==> src/rtl/branch_pkg.sv <==
// Shared types for the execute-stage branch resolver: branch kinds, FSM states
// and the widths of the immediate/jump fields that get extended to a PC.
package branch_pkg;

   typedef enum logic [2:0] {
      BR_NONE = 3'd0,
      BR_BNE  = 3'd1,
      BR_BLT  = 3'd2,
      BR_J    = 3'd3,
      BR_JAL  = 3'd4,
      BR_JR   = 3'd5,
      BR_BEX  = 3'd6
   } br_kind_t;

   typedef enum logic [1:0] {
      ST_IDLE     = 2'd0,
      ST_WAIT_ACK = 2'd1,
      ST_FLUSH    = 2'd2
   } state_t;

   localparam int IMM_W = 17;
   localparam int TGT_W = 27;

endpackage

==> src/rtl/branch_resolve_if.sv <==
// Execute-stage input, fetch redirect handshake and link write-back bundle.
// master = surrounding pipeline, slave = branch_resolve.
interface branch_resolve_if #(
   parameter int PC_W = 32
) ();
   import branch_pkg::*;

   logic                   valid_in;
   logic                   ready_out;
   br_kind_t               br_kind;
   logic [PC_W-1:0]        pc_in;
   logic [IMM_W-1:0]       imm17;
   logic [TGT_W-1:0]       target27;
   logic [PC_W-1:0]        reg_target;
   logic                   isNotEqual;
   logic                   isLessThan;
   logic                   redirect_valid;
   logic [PC_W-1:0]        redirect_pc;
   logic                   redirect_ready;
   logic                   squash;
   logic                   link_valid;
   logic [PC_W-1:0]        link_pc;

   modport master (
      output valid_in, br_kind, pc_in, imm17, target27, reg_target,
             isNotEqual, isLessThan, redirect_ready,
      input  ready_out, redirect_valid, redirect_pc, squash, link_valid, link_pc
   );

   modport slave (
      input  valid_in, br_kind, pc_in, imm17, target27, reg_target,
             isNotEqual, isLessThan, redirect_ready,
      output ready_out, redirect_valid, redirect_pc, squash, link_valid, link_pc
   );

endinterface

==> src/rtl/branch_target_calc.sv <==
// Pure combinational branch decision: taken flag and target PC from the
// instruction kind, its PC, offset/jump fields and the comparator flags.
module branch_target_calc
   import branch_pkg::*;
#(
   parameter int PC_W = 32
) (
   input  br_kind_t          i_kind,
   input  logic [PC_W-1:0]   i_pc,
   input  logic [IMM_W-1:0]  i_imm17,
   input  logic [TGT_W-1:0]  i_target27,
   input  logic [PC_W-1:0]   i_reg_target,
   input  logic              i_neq,
   input  logic              i_lt,
   output logic              o_taken,
   output logic [PC_W-1:0]   o_target
);

   logic [PC_W-1:0] w_rel_target;
   logic [PC_W-1:0] w_abs_target;

   // Relative targets wrap modulo 2^PC_W by construction of the adder width.
   assign w_rel_target = i_pc + PC_W'(1) + {{(PC_W-IMM_W){i_imm17[IMM_W-1]}}, i_imm17};
   assign w_abs_target = {{(PC_W-TGT_W){1'b0}}, i_target27};

   always_comb begin
      o_taken  = 1'b0;
      o_target = w_abs_target;
      case (i_kind)
         BR_BNE: begin o_taken = i_neq; o_target = w_rel_target; end
         BR_BLT: begin o_taken = i_lt;  o_target = w_rel_target; end
         BR_BEX: begin o_taken = i_neq; o_target = w_abs_target; end
         BR_J,
         BR_JAL: begin o_taken = 1'b1;  o_target = w_abs_target; end
         BR_JR:  begin o_taken = 1'b1;  o_target = i_reg_target; end
         default: begin o_taken = 1'b0; o_target = w_abs_target; end
      endcase
   end

endmodule

==> src/rtl/branch_resolve.sv <==
// Execute-stage branch resolver: issues a registered fetch redirect, waits for
// its acknowledgement, then squashes FLUSH_CYCLES wrong-path slots.
//
//  state       | meaning
//  ST_IDLE     | accepting instructions, no redirect outstanding
//  ST_WAIT_ACK | redirect_valid high, holding redirect_pc until fetch accepts
//  ST_FLUSH    | killing wrong-path slots, r_cnt counts down to 0
module branch_resolve
   import branch_pkg::*;
#(
   parameter int FLUSH_CYCLES = 2,
   parameter int PC_W         = 32
) (
   input  logic           clock,
   input  logic           resetn,
   branch_resolve_if.slave bus
);

   localparam int CNT_W = (FLUSH_CYCLES > 1) ? $clog2(FLUSH_CYCLES) : 1;

   state_t            r_state;
   state_t            w_state_nxt;
   logic [CNT_W-1:0]  r_cnt;
   logic [CNT_W-1:0]  w_cnt_nxt;
   logic [PC_W-1:0]   r_redirect_pc;
   logic              r_link_valid;
   logic [PC_W-1:0]   r_link_pc;

   logic              w_taken;
   logic [PC_W-1:0]   w_target;
   logic              w_ready;
   logic              w_squash;
   logic              w_redirect_valid;
   logic              w_accept;
   logic              w_is_jal;

   branch_target_calc #(.PC_W(PC_W)) u_calc (
      .i_kind       (bus.br_kind),
      .i_pc         (bus.pc_in),
      .i_imm17      (bus.imm17),
      .i_target27   (bus.target27),
      .i_reg_target (bus.reg_target),
      .i_neq        (bus.isNotEqual),
      .i_lt         (bus.isLessThan),
      .o_taken      (w_taken),
      .o_target     (w_target)
   );

   assign w_accept = bus.valid_in && w_ready && !w_squash;
   assign w_is_jal = (bus.br_kind == BR_JAL);

   always_ff @(posedge clock) begin
      if (!resetn) begin
         r_state       <= ST_IDLE;
         r_cnt         <= '0;
         r_redirect_pc <= '0;
         r_link_valid  <= 1'b0;
         r_link_pc     <= '0;
      end else begin
         r_state      <= w_state_nxt;
         r_cnt        <= w_cnt_nxt;
         r_link_valid <= w_accept && w_is_jal;
         if (w_accept && w_taken) begin
            r_redirect_pc <= w_target;
         end
         if (w_accept && w_is_jal) begin
            r_link_pc <= bus.pc_in + PC_W'(1);
         end
      end
   end

   always_comb begin
      w_state_nxt = r_state;
      w_cnt_nxt   = r_cnt;
      case (r_state)
         ST_IDLE: begin
            if (w_accept && w_taken) begin
               w_state_nxt = ST_WAIT_ACK;
            end
         end
         ST_WAIT_ACK: begin
            if (bus.redirect_ready) begin
               w_state_nxt = ST_FLUSH;
               w_cnt_nxt   = CNT_W'(FLUSH_CYCLES - 1);
            end
         end
         ST_FLUSH: begin
            if (r_cnt == '0) begin
               w_state_nxt = ST_IDLE;
            end else begin
               w_cnt_nxt = r_cnt - CNT_W'(1);
            end
         end
         default: begin
            w_state_nxt = ST_IDLE;
            w_cnt_nxt   = '0;
         end
      endcase
   end

   // Outputs are decoded from the state register, so they change only on clock edges.
   always_comb begin
      w_ready          = (r_state != ST_WAIT_ACK);
      w_squash         = (r_state == ST_FLUSH);
      w_redirect_valid = (r_state == ST_WAIT_ACK);
   end

   assign bus.ready_out      = w_ready;
   assign bus.squash         = w_squash;
   assign bus.redirect_valid = w_redirect_valid;
   assign bus.redirect_pc    = r_redirect_pc;
   assign bus.link_valid     = r_link_valid;
   assign bus.link_pc        = r_link_pc;

endmodule

==> src/flat_wrapper.sv <==
// flat-port wrapper written by rule: the top's interface ports become plain ports
module branch_resolve_flat import branch_pkg::*;
#(
   parameter int FLUSH_CYCLES = 2,
   parameter int PC_W         = 32
)
  (clock, resetn, bus_valid_in, bus_br_kind, bus_pc_in, bus_imm17, bus_target27, bus_reg_target, bus_isNotEqual, bus_isLessThan, bus_redirect_ready, bus_ready_out, bus_redirect_valid, bus_redirect_pc, bus_squash, bus_link_valid, bus_link_pc);
  branch_resolve_if #(.PC_W(PC_W)) bus_i ();
  input  logic clock;
  input  logic resetn;
  input wire logic [$bits(bus_i.valid_in)-1:0] bus_valid_in;
  input wire logic [$bits(bus_i.br_kind)-1:0] bus_br_kind;
  input wire logic [$bits(bus_i.pc_in)-1:0] bus_pc_in;
  input wire logic [$bits(bus_i.imm17)-1:0] bus_imm17;
  input wire logic [$bits(bus_i.target27)-1:0] bus_target27;
  input wire logic [$bits(bus_i.reg_target)-1:0] bus_reg_target;
  input wire logic [$bits(bus_i.isNotEqual)-1:0] bus_isNotEqual;
  input wire logic [$bits(bus_i.isLessThan)-1:0] bus_isLessThan;
  input wire logic [$bits(bus_i.redirect_ready)-1:0] bus_redirect_ready;
  output wire logic [$bits(bus_i.ready_out)-1:0] bus_ready_out;
  output wire logic [$bits(bus_i.redirect_valid)-1:0] bus_redirect_valid;
  output wire logic [$bits(bus_i.redirect_pc)-1:0] bus_redirect_pc;
  output wire logic [$bits(bus_i.squash)-1:0] bus_squash;
  output wire logic [$bits(bus_i.link_valid)-1:0] bus_link_valid;
  output wire logic [$bits(bus_i.link_pc)-1:0] bus_link_pc;
  assign bus_i.valid_in = bus_valid_in;
  assign bus_i.br_kind = bus_br_kind;
  assign bus_i.pc_in = bus_pc_in;
  assign bus_i.imm17 = bus_imm17;
  assign bus_i.target27 = bus_target27;
  assign bus_i.reg_target = bus_reg_target;
  assign bus_i.isNotEqual = bus_isNotEqual;
  assign bus_i.isLessThan = bus_isLessThan;
  assign bus_i.redirect_ready = bus_redirect_ready;
  assign bus_ready_out = bus_i.ready_out;
  assign bus_redirect_valid = bus_i.redirect_valid;
  assign bus_redirect_pc = bus_i.redirect_pc;
  assign bus_squash = bus_i.squash;
  assign bus_link_valid = bus_i.link_valid;
  assign bus_link_pc = bus_i.link_pc;
  branch_resolve #(.FLUSH_CYCLES(FLUSH_CYCLES), .PC_W(PC_W)) u_core (.clock(clock), .resetn(resetn), .bus(bus_i));
endmodule
==> config.mk <==
export PLATFORM = sky130hd
export DESIGN_NAME = branch_resolve_flat
export DESIGN_NICKNAME = d
export VERILOG_FILES = /design/src/rtl/branch_pkg.sv /design/src/rtl/branch_resolve_if.sv /design/src/rtl/branch_target_calc.sv /design/src/rtl/branch_resolve.sv /design/src/flat_wrapper.sv
export SDC_FILE = /design/constraint.sdc
export NUM_CORES = 1
export LEC_CHECK = 0
export CAP_MARGIN = 20
export CELL_PAD_IN_SITES_DETAIL_PLACEMENT = 1
export CELL_PAD_IN_SITES_GLOBAL_PLACEMENT = 2
export CORE_MARGIN = 4
export CORE_UTILIZATION = 23
export DETAILED_ROUTE_END_ITERATION = 12
export PLACE_DENSITY_LB_ADDON = 0.25
export SLEW_MARGIN = 10
export SYNTH_ARGS = -nofsm -noshare
export SYNTH_HDL_FRONTEND = slang
export SYNTH_HIERARCHICAL = 1
export SYNTH_SLANG_ARGS = --single-unit
==> constraint.sdc <==
create_clock -name clock -period 3.1 [get_ports clock]
set_clock_uncertainty 0.15 [all_clocks]
set_input_delay 0.62 -clock clock [delete_from_list [all_inputs] [get_ports clock]]
set_output_delay 0.62 -clock clock [all_outputs]
set_load 0.1 [all_outputs]
### Word level (Yosys, flattened, before mapping)

Cells that the tools add are included.

| word-level totals | value |
|---|---|
| register bits | 68 |
| input port bits | 117 |
| output and inout port bits | 68 |
| logic and storage cells | 41 |

| operators by class | value |
|---|---|
| add/sub/neg operators | 3 |
| eq/ne operators | 12 |
| multiplexer cells | 9 |
| bitwise logic cells | 1 |
| reductions and logical operators | 11 |

Operators with widths:

| cell | count |
|---|---|
| $pmux W32 S2 | 1 |
| $add A32 B1 Y32 const B | 1 |
| $add A32 B32 Y32 | 1 |
| $eq A3 B3 Y1 const B | 3 |
| $eq A3 B2 Y1 const B | 2 |
| $mux W2 | 3 |
| $pmux W1 S3 | 2 |
| $pmux W2 S3 | 1 |
| $logic_and A1 B1 Y1 | 4 |
| $ne A2 B1 Y1 const B | 2 |
| $ne A2 B2 Y1 const B | 2 |
| $reduce_or A2 Y1 | 2 |
| $eq A3 B1 Y1 const B | 1 |
| $reduce_and A3 Y1 | 1 |
| $reduce_or A3 Y1 | 1 |
| $eq A2 B1 Y1 const B | 1 |
| $eq A2 B2 Y1 const B | 1 |
| $logic_not A2 Y1 | 1 |
| $mux W1 | 2 |
| $reduce_and A2 Y1 | 1 |
| $logic_not A1 Y1 | 1 |
| $not A1 Y1 | 1 |
| $sub A1 B1 Y1 const B | 1 |

### Longest topological paths before layout

Gate-level depths: netlist (run 1).

| depth | value |
|---|---|
| word-level depth | 6 |
| depth in mapped cells | 14 |
| gate-level depth less buffers | 14 |

### Hierarchy

The synthesis (run 1) kept the hierarchy.

By module, submodules not included:

| module | instances | cells an instance | area each (um^2) | sequential area each (um^2) |
|---|---|---|---|---|
| branch_resolve | 1 | 355 | 2,987.9 | 1,361.3 |
| branch_target_calc | 1 | 354 | 2,371.0 | 0.0 |

### Worst setup path before layout (run 1)

No wires, ideal clock.

| timing path | value |
|---|---|
| path type | register to register |
| start point | reg u_core.r_state[0] |
| end point | reg u_core.r_link_pc[25] (netlist: u_core/bus.link_pc[25]) |
| library setup time | 131 ps |
| data arrival time | 3,687 ps |
| required time | 2,819 ps |
| path slack | -868 ps |
| cell stages (with the launch flop) | 8 |
| path buffers | 1 |
| clock period less this slack | 3,968 ps |
| path through | dfxtp_1 -> nor2b_1 -> inv_1 -> nand3_1 -> nor4b_4 -> clkbuf_1 -> o21ai_0 -> a21oi_2 |

| on the way | value |
|---|---|
| cells in the longest elaborated chain, start to end | 4 |
| elaborated cells on any way between the ends | 6 |
| those cells by class | eq/ne (2); reduce/logical (4) |

Ends and longest elaborated chain:

| item | RTL line | source |
|---|---|---|
| start: declaration | branch_resolve.sv:21 | `state_t r_state;` |
| start signal: assignment | branch_resolve.sv:60 | `r_state <= w_state_nxt;` |
| $ne A2 B1 Y1 | branch_resolve.sv:103 | `w_ready = (r_state != ST_WAIT_ACK);` |
| net bus_ready_out | flat_wrapper.sv:20 | `output wire logic [$bits(bus_i.ready_out)-1:0] bus_ready_out;` |
| $logic_and A1 B1 Y1 (2 in a row) | branch_resolve.sv:49 | `assign w_accept = bus.valid_in && w_ready && !w_squash;` |
| $logic_and A1 B1 Y1 | branch_resolve.sv:66 | `if (w_accept && w_is_jal) begin` |
| end signal: assignment | branch_resolve.sv:67 | `r_link_pc <= bus.pc_in + PC_W'(1);` |
| end: declaration | branch_resolve.sv:27 | `logic [PC_W-1:0] r_link_pc;` |

The timed path passes the listed nets, and every way through them passes these cells.
A chain may end at the register's enable or synchronous reset.

### Worst setup path after layout (run 1)

| timing path | value |
|---|---|
| start point | in bus_imm17[1] |
| end point | reg u_core.r_redirect_pc[29] (netlist: u_core/bus.redirect_pc[29]) |

| on the way | value |
|---|---|
| cells in the longest elaborated chain, start to end | 2 |

Ends and longest elaborated chain:

| item | RTL line | source |
|---|---|---|
| start: declaration | flat_wrapper.sv:14 | `input wire logic [$bits(bus_i.imm17)-1:0] bus_imm17;` |
| $add A32 B32 Y32 | branch_target_calc.sv:23 | `assign w_rel_target = i_pc + PC_W'(1) + {{(PC_W-IMM_W){i_imm17[IMM_W-1]}}, i_imm17};` |
| $pmux W32 S2 | branch_target_calc.sv:29 | `case (i_kind)` |
| net u_core.w_target[29] | branch_resolve.sv:30 | `logic [PC_W-1:0] w_target;` |
| end signal: assignment | branch_resolve.sv:64 | `r_redirect_pc <= w_target;` |
| end: declaration | branch_resolve.sv:25 | `logic [PC_W-1:0] r_redirect_pc;` |

The timed path passes the listed nets, and every way through them passes these cells.

==> results.ini, run 1 <==
[yosys]
ys_seq_area_share_pct = 25.40
synth_flop_cell = dfxtp_1
synthTopCellsByArea = dfxtp_1, a21oi_1, nand2_1
yosys.area.top_type = dfxtp_1
synth_simple_gate_area_share_pct = 23.60
yosysWarnings = 6
synth_top_area_share_pct = 25.40
yosys-top-cells-count = nand2_1, a21oi_1, dfxtp_1
yosysMostFrequentCell = nand2_1
async_flop_share_pct = 0
syn_area_sq_um = 5359
synth_compound_area_share_pct = 27.67
synth_top_family_by_area = compound AO/OA/AOI/OAI gates
synth.area.mux_share_pct = 0.7705
synthXorXnorAreaFrac_pct = 9.316
synth_edf_count = 0
synth_nets = 859
netlist_instances = 709
synth-seq-cells = 68
syn_avg_cell_area_sq_um = 7.558
synth.distinct_cells = 62
synth-adder-area-share_pct = 7.845

[route]
route.detailed.drc = 0
vias = 6256
dr.pass1.iters = 4
antenna_left = 0
routed_wl_microns = 22580
first_iter_violations = 223
vias_per_cell = 4.707
wl_per_cell_microns = 16.99

[die]
die_area_sq_um = 25810
die_w_microns = 160.6
die_h_microns = 160.6
io_pins = 185
initial_core_util_pct = 23.53
std_cell_rows = 55
core_area_sq_um = 22780

[status]
status = finished clean

[critical_path]
r2r_slack_ns = 1.11
regToRegEndpoint = u_core/bus.link_pc[4]
rr_startpoint = u_core/r_state[0]
reg2reg_depth = 6
path_max_fanout = 3
cp-end-kind = register
start_kind = input port
cp.arrival_ns = 3.14
worst-setup-path-type = input port to register
critPathRequiredTime_ns = 3.23

[clock_tree]
cts-root-buf = clkbuf_16
clkLatencyLatePin_ns = 0.34
cts_buffer_depth = 2
numCtsBuffers = 9
cts_tree = built
cts.clk_slew.worst_paths_ns = 0.06
cts_num_sinks = 68
htreeDepth = 3

[global_route]
grt_antenna_before_repair = 0
grt_pass1_wl_microns = 35670
grt_use_total_pct = 17.08
grt-ovfl-total = 0
grt_pass1_vias = 6572
grt_max_degree = 64

[finish]
stdcell_count = 1329
final_nets = 1161
fillCellCount = 2740
antenna_cells = 0
synthToLayoutAreaGrowth_pct = 69.02
postLayoutCoreUtil_pct = 39.76
drive_above_1_share_pct = 30.51

[timing]
rsz0062_at_grt = true
tightest_slew_ns = 0.4442
slew_headroom_pct = 70.32
finalHoldWorstSlack_ns = 0.3018
setup_ws_ns = 0.08211
fmax_ghz = 0.3314
final-setup-viol-count = 0
min_period_ns = 3.018
finalHoldViolations = 0
slew_viol_final = 0
fin_crit_sh_pct = 97.35

[worst_hold_path]
whs_path_depth = 2
min_to = u_core/bus.link_pc[28]
min_path_type = register to register
min_from = u_core/bus.link_pc[28]

[job]
max_cap_violations = 0

[placed_design]
gp_congestion = 0.8067
place_ws_ns = -0.5742
dp.cells = 1311
hpwl_microns = 17960
portBuffers = 184

[power]
power_density_nw_per_um2 = 413.1
leakagePower_nw = 3.705
ir_worst_vdd_mv = 0.2140

## how the worst max path moves through the flow
stage / from / cells past startpoint / endpoint
global placement: bus_pc_in[0] / 16 / u_core/bus.redirect_pc[26]
detailed placement: bus_pc_in[0] / 16 / u_core/bus.redirect_pc[26]
global route: bus_pc_in[0] / 15 / u_core/bus.redirect_pc[22]
finish: bus_imm17[1] / 12 / u_core/bus.redirect_pc[29]
CTS: bus_pc_in[10] / 11 / u_core/bus.redirect_pc[29]
floorplan: bus_pc_in[0] / 14 / u_core/bus.redirect_pc[26]
## metal layers
layer / up-vias / GRT usage (%) / wire, microns
li1: 3155 / - / -
met1: 2966 / 21.55 / 10150
met2: 126 / 30.53 / 11390
met3: 9 / 3.208 / 873
met4: 0 / 3.168 / 162
met5: - / 0 / 0
## critical path, cell delays in order
cell and delay, ns:
dlygate4sd2_1 0.29, ha_4 0.29, nand2b_4 0.06, a211oi_4 0.29
nor2b_2 0.08, or4_4 0.55, a31oi_4 0.27, a41oi_2 0.19
xor2_1 0.17, o21ai_1 0.14, nand2_1 0.06, a21oi_1 0.13
## per-stage QoR
step                      setup TNS (ns)  total power [W]  instance area, sq um
after floorplan                        0         0.001812                  5366
after global placement            -7.357         0.002448                  8369
after detailed placement          -8.105         0.002452                  8369
after CTS                              0         0.003757                  8828
after global routing            -0.04034         0.003954                  9057
final                                  0         0.003742                  9057
## flip-flops by register name, indices dropped and copies added, names as in the netlist
signal,cells
u_core/bus.link_valid,1
u_core/bus.redirect_pc,32
u_core/bus.link_pc,32
u_core/r_state,2
u_core/r_cnt,1
## placed cells by master, fill, tap and decap left out, types with 3 or more instances in the layout
cell / instances
xnor2_1: 37
xor2_1: 20
nand3_1: 20
a22oi_1: 23
nor4_2: 9
dlygate4sd2_1: 7
a21oi_1: 77
buf_12: 3
and3_1: 4
nor2_1: 43
nand4_1: 15
o21a_1: 5
buf_4: 217
dfxtp_1: 68
a211oi_2: 3
nor3_1: 9
and4_1: 3
a221oi_1: 4
nand2_1: 108
clkdlybuf4s50_1: 99
nor2b_1: 4
bufinv_16: 3
a211oi_1: 9
nand2b_1: 7
o21ai_1: 8
ha_4: 14
a21o_1: 12
mux2i_1: 3
ha_1: 17
nor3b_1: 6
a21oi_2: 15
o21ai_0: 56
o31a_1: 3
inv_2: 3
clkbuf_16: 9
o21ai_2: 4
dlymetal6s2s_1: 9
inv_1: 10
## logic make-up (layout without fill, tap and decap cells)
group | Yosys count | in the layout
compound gates | 239 | 239
xor+xnor | 57 | 57
fa+ha+maj | 33 | 33
buf+inv | 60 | 367
flops | 68 | 68
mux | 4 | 4
simple gates | 248 | 248
## report_power, final
part           internal, W  switching, W
Clock             0.000830      0.000418
Combinational     0.000645      0.000906
Sequential        0.000919     0.0000243
Total              0.00239       0.00135
## layout make-up
cell class / count / area (sq um) / share of cell area [%]
inverter: 14 / 52.55 / 0.5802
clock inverter: 4 / 95.09 / 1.050
sequential: 68 / 1361 / 15.03
timing repair buffer: 337 / 2870 / 31.69
clock buffer: 12 / 256.5 / 2.832
tap: 313 / 391.6 / 4.324
multi-input combinational: 581 / 4030 / 44.50
## repair_timing
| item | in CTS | in global routing |
|---|---|---|
| endpoints found under the setup margin | 13 | 15 |
| hold buffers | 0 | 0 |
| gates resized for setup | 25 | 50 |
| pin swaps | 15 | 20 |
| buffers inserted | 1 | 1 |
Power figures use the tool's default switching activity.
==> run 2: changes to the inputs <==
--- a/config.mk
+++ b/config.mk
@@ -9,10 +9,12 @@
 export CELL_PAD_IN_SITES_DETAIL_PLACEMENT = 1
 export CELL_PAD_IN_SITES_GLOBAL_PLACEMENT = 2
 export CORE_MARGIN = 4
-export CORE_UTILIZATION = 23
+export CORE_UTILIZATION = 32
 export DETAILED_ROUTE_END_ITERATION = 12
+export DONT_BUFFER_PORTS = 1
 export PLACE_DENSITY_LB_ADDON = 0.25
-export SLEW_MARGIN = 10
+export SKIP_LAST_GASP = 1
+export SLEW_MARGIN = 20
 export SYNTH_ARGS = -nofsm -noshare
 export SYNTH_HDL_FRONTEND = slang
 export SYNTH_HIERARCHICAL = 1
==> results.ini, run 2 (synthesis gave the netlist of run 1 again) <==
[finish]
antenna_cells = 0  ; unchanged
drive_above_1_share_pct = 11.48  ; was 30.51%
final_nets = 861  ; was 1,161
layout_commonest_cell = nand2_1  ; was buf_4
multi_input_area_sq_um = 3727  ; was 4030 sq um
fillCellCount = 2039  ; was 2,740
postLayoutCoreUtil_pct = 36.09  ; was 39.76%
stdcell_count = 934  ; was 1,329
synthToLayoutAreaGrowth_pct = 11.30  ; was 69.02%
final_cell_mix = nand2_1, a21oi_1, dfxtp_1  ; was buf_4, nand2_1, clkdlybuf4s50_1
seq_area_sq_um = 1361  ; unchanged
finalInstanceArea_sq_um = 5964  ; was 9057 sq um

[global_route]
grt_busiest_layer = met2  ; unchanged
grt_util_met2_pct = 34.68  ; was 30.53%
grt_use_total_pct = 19.35  ; was 17.08%
grtUsageMet1_pct = 22.24  ; was 21.55%
grt_antenna_before_repair = 0  ; unchanged
grt_max_degree = 64  ; unchanged
use_met3_pct = 5.405  ; was 3.208%
grt-ovfl-total = 0  ; unchanged
grt_pass1_wl_microns = 28640  ; was 35,670 microns
grt_pass1_vias = 5393  ; was 6,572

[timing]
fin_crit_sh_pct = 92.94  ; was 97.35%
rsz0062_at_grt = false  ; was true
finalHoldWorstSlack_ns = 0.2403  ; was 0.3018 ns
tightest_slew_ns = 1.019  ; was 0.4442 ns
finalHoldViolations = 0  ; unchanged
slew_viol_final = 0  ; unchanged
final-setup-viol-count = 0  ; unchanged
fmax_ghz = 0.3471  ; was 0.3314 GHz
slew_headroom_pct = 31.95  ; was 70.32%
min_period_ns = 2.881  ; was 3.018 ns

[placed_design]
portBuffers = 0  ; was 184
dp.cells = 920  ; was 1,311
place_area_sq_um = 5700  ; was 8369 sq um
gp_congestion = 0.8657  ; was 0.8067
hpwl_microns = 15120  ; was 17,960 microns

[route]
wl_per_cell_microns = 20.09  ; was 16.99 microns
vias_per_cell = 5.601  ; was 4.707
first_iter_violations = 203  ; was 223
antenna_left = 0  ; unchanged
route.detailed.drc = 0  ; unchanged
dr.pass1.iters = 4  ; unchanged
routed_wl_microns = 18770  ; was 22,580 microns
vias = 5231  ; was 6,256

[critical_path]
critical-path-top-delay-family = compound AO/OA/AOI/OAI gates  ; unchanged
start_kind = input port  ; unchanged
path_buf_inv = 3  ; was 1
slowest_stage = fa_1  ; was or4_4
cp-end-kind = register  ; unchanged
cp.arrival_ns = 2.93  ; was 3.14 ns
worst-setup-path-type = input port to register  ; unchanged
path_cells = inv_1 -> ha_1 -> inv_1 -> fa_1 -> a21oi_1 -> o21ai_1 -> a211oi_2 -> nand2_1 -> a221oi_2 -> buf_4 -> o21ai_1 -> mux2i_1 -> nand3_1 -> nand2_1 -> a21oi_1  ; was dlygate4sd2_1 -> ha_4 -> nand2b_4 -> a211oi_4 -> nor2b_2 -> or4_4 -> a31oi_4 -> a41oi_2 -> xor2_1 -> o21ai_1 -> nand2_1 -> a21oi_1
critPathRequiredTime_ns = 3.15  ; was 3.23 ns
path_max_fanout = 5  ; was 3
slowest_delay_ns = 0.38  ; was 0.55 ns

[power]
ir_worst_vdd_mv = 0.2540  ; was 0.2140 mV
power_density_nw_per_um2 = 491.9  ; was 413.1 nW/um^2
leakagePower_nw = 2.171  ; was 3.705 nW
finalPower_w = 0.002934  ; was 0.003742 W

[job]
max_cap_violations = 0  ; unchanged

[status]
status = finished clean  ; unchanged

[die]
die_area_sq_um = 18880  ; was 25,810 sq um
initial_core_util_pct = 32.43  ; was 23.53%
die_h_microns = 137.4  ; was 160.6 microns
io_pins = 185  ; unchanged
core_area_sq_um = 16520  ; was 22,780 sq um
die_w_microns = 137.4  ; was 160.6 microns
std_cell_rows = 47  ; was 55

[clock_tree]
post_cts_buffers = 0  ; was 1
cts_buffer_depth = 2  ; unchanged
clkLatencyLatePin_ns = 0.34  ; about the same
cts-hold-fix-buffers = 0  ; unchanged
cts.clk_slew.worst_paths_ns = 0.05  ; was 0.06 ns
cts_num_sinks = 68  ; unchanged
cts-root-buf = clkbuf_16  ; unchanged
cts_resized = 0  ; was 25
htreeDepth = 3  ; unchanged
numCtsBuffers = 9  ; unchanged
cts_tree = built  ; unchanged

[worst_hold_path]
min_path_type = input port to register  ; was register to register

[run 2: changes by cell type in the layout (fill, tap and decap cells not counted), moves of 9 or more]
cell | before | now
a21oi_1 | 77 | 86
ha_4 | 14 | 0
buf_4 | 217 | 36
a21oi_2 | 15 | 6
dlymetal6s2s_1 | 9 | 0
ha_1 | 17 | 32
clkdlybuf4s50_1 | 99 | 0
[run 2: worst paths after layout]
kind,slack [ns],cells after the start,start,end
max,0.22,15,bus_pc_in[0],u_core/bus.redirect_pc[26]
min,0.24,1,bus_pc_in[0],u_core/bus.link_pc[0]
max reg2reg,1.12,7,u_core/r_state[0],u_core/bus.link_pc[5]
min reg2reg,0.34,2,u_core/r_cnt,u_core/r_cnt
[run 2: through the flow]
| stage | TNS [ns] | setup WS [ns] |
|---|---|---|
| after floorplan | 0 | 0.04665 |
| after global routing | 0 | 0.02215 |
| after CTS | 0 | 0.1685 |
| final | 0 | 0.2188 |
| after global placement | -0.04318 | -0.04318 |
| after detailed placement | -0.3565 | -0.1729 |
[run 2: where the power goes]
group | internal, W | total (W) | leakage [nW] | switching [W]
logic | 0.000304 | 0.000756 | 1.49 | 0.000452
registers | 0.000919 | 0.00125 | 0.553 | 0.000328
clock network | 0.000550 | 0.000930 | 0.131 | 0.000380
total | 0.00177 | 0.00293 | 2.17 | 0.00116
[run 2: routing by layer]
layer  vias to the layer above  part of all wire (%)
met1                      2523                    41
met3                        17                   6.5
met4                         0                   2.1
met5                         -                     0
met2                       128                    51
li1                       2563                     -
[run 2: cell type report]
class / instances / area share, %
multi-input combinational: 581 / 62.49
inverter: 14 / 0.8811
sequential: 68 / 22.82
timing repair buffer: 37 / 4.867
clock buffer: 11 / 4.070
clock inverter: 3 / 0.2517
tap: 220 / 4.615
==> run 3: changes to the inputs <==
--- a/config.mk
+++ b/config.mk
@@ -19,3 +19,4 @@
 export SYNTH_HDL_FRONTEND = slang
 export SYNTH_HIERARCHICAL = 1
 export SYNTH_SLANG_ARGS = --single-unit
+export TNS_END_PERCENT = 1
==> results of run 3 <==
The final DEF is identical to that of run 2; final timing and power are the same.
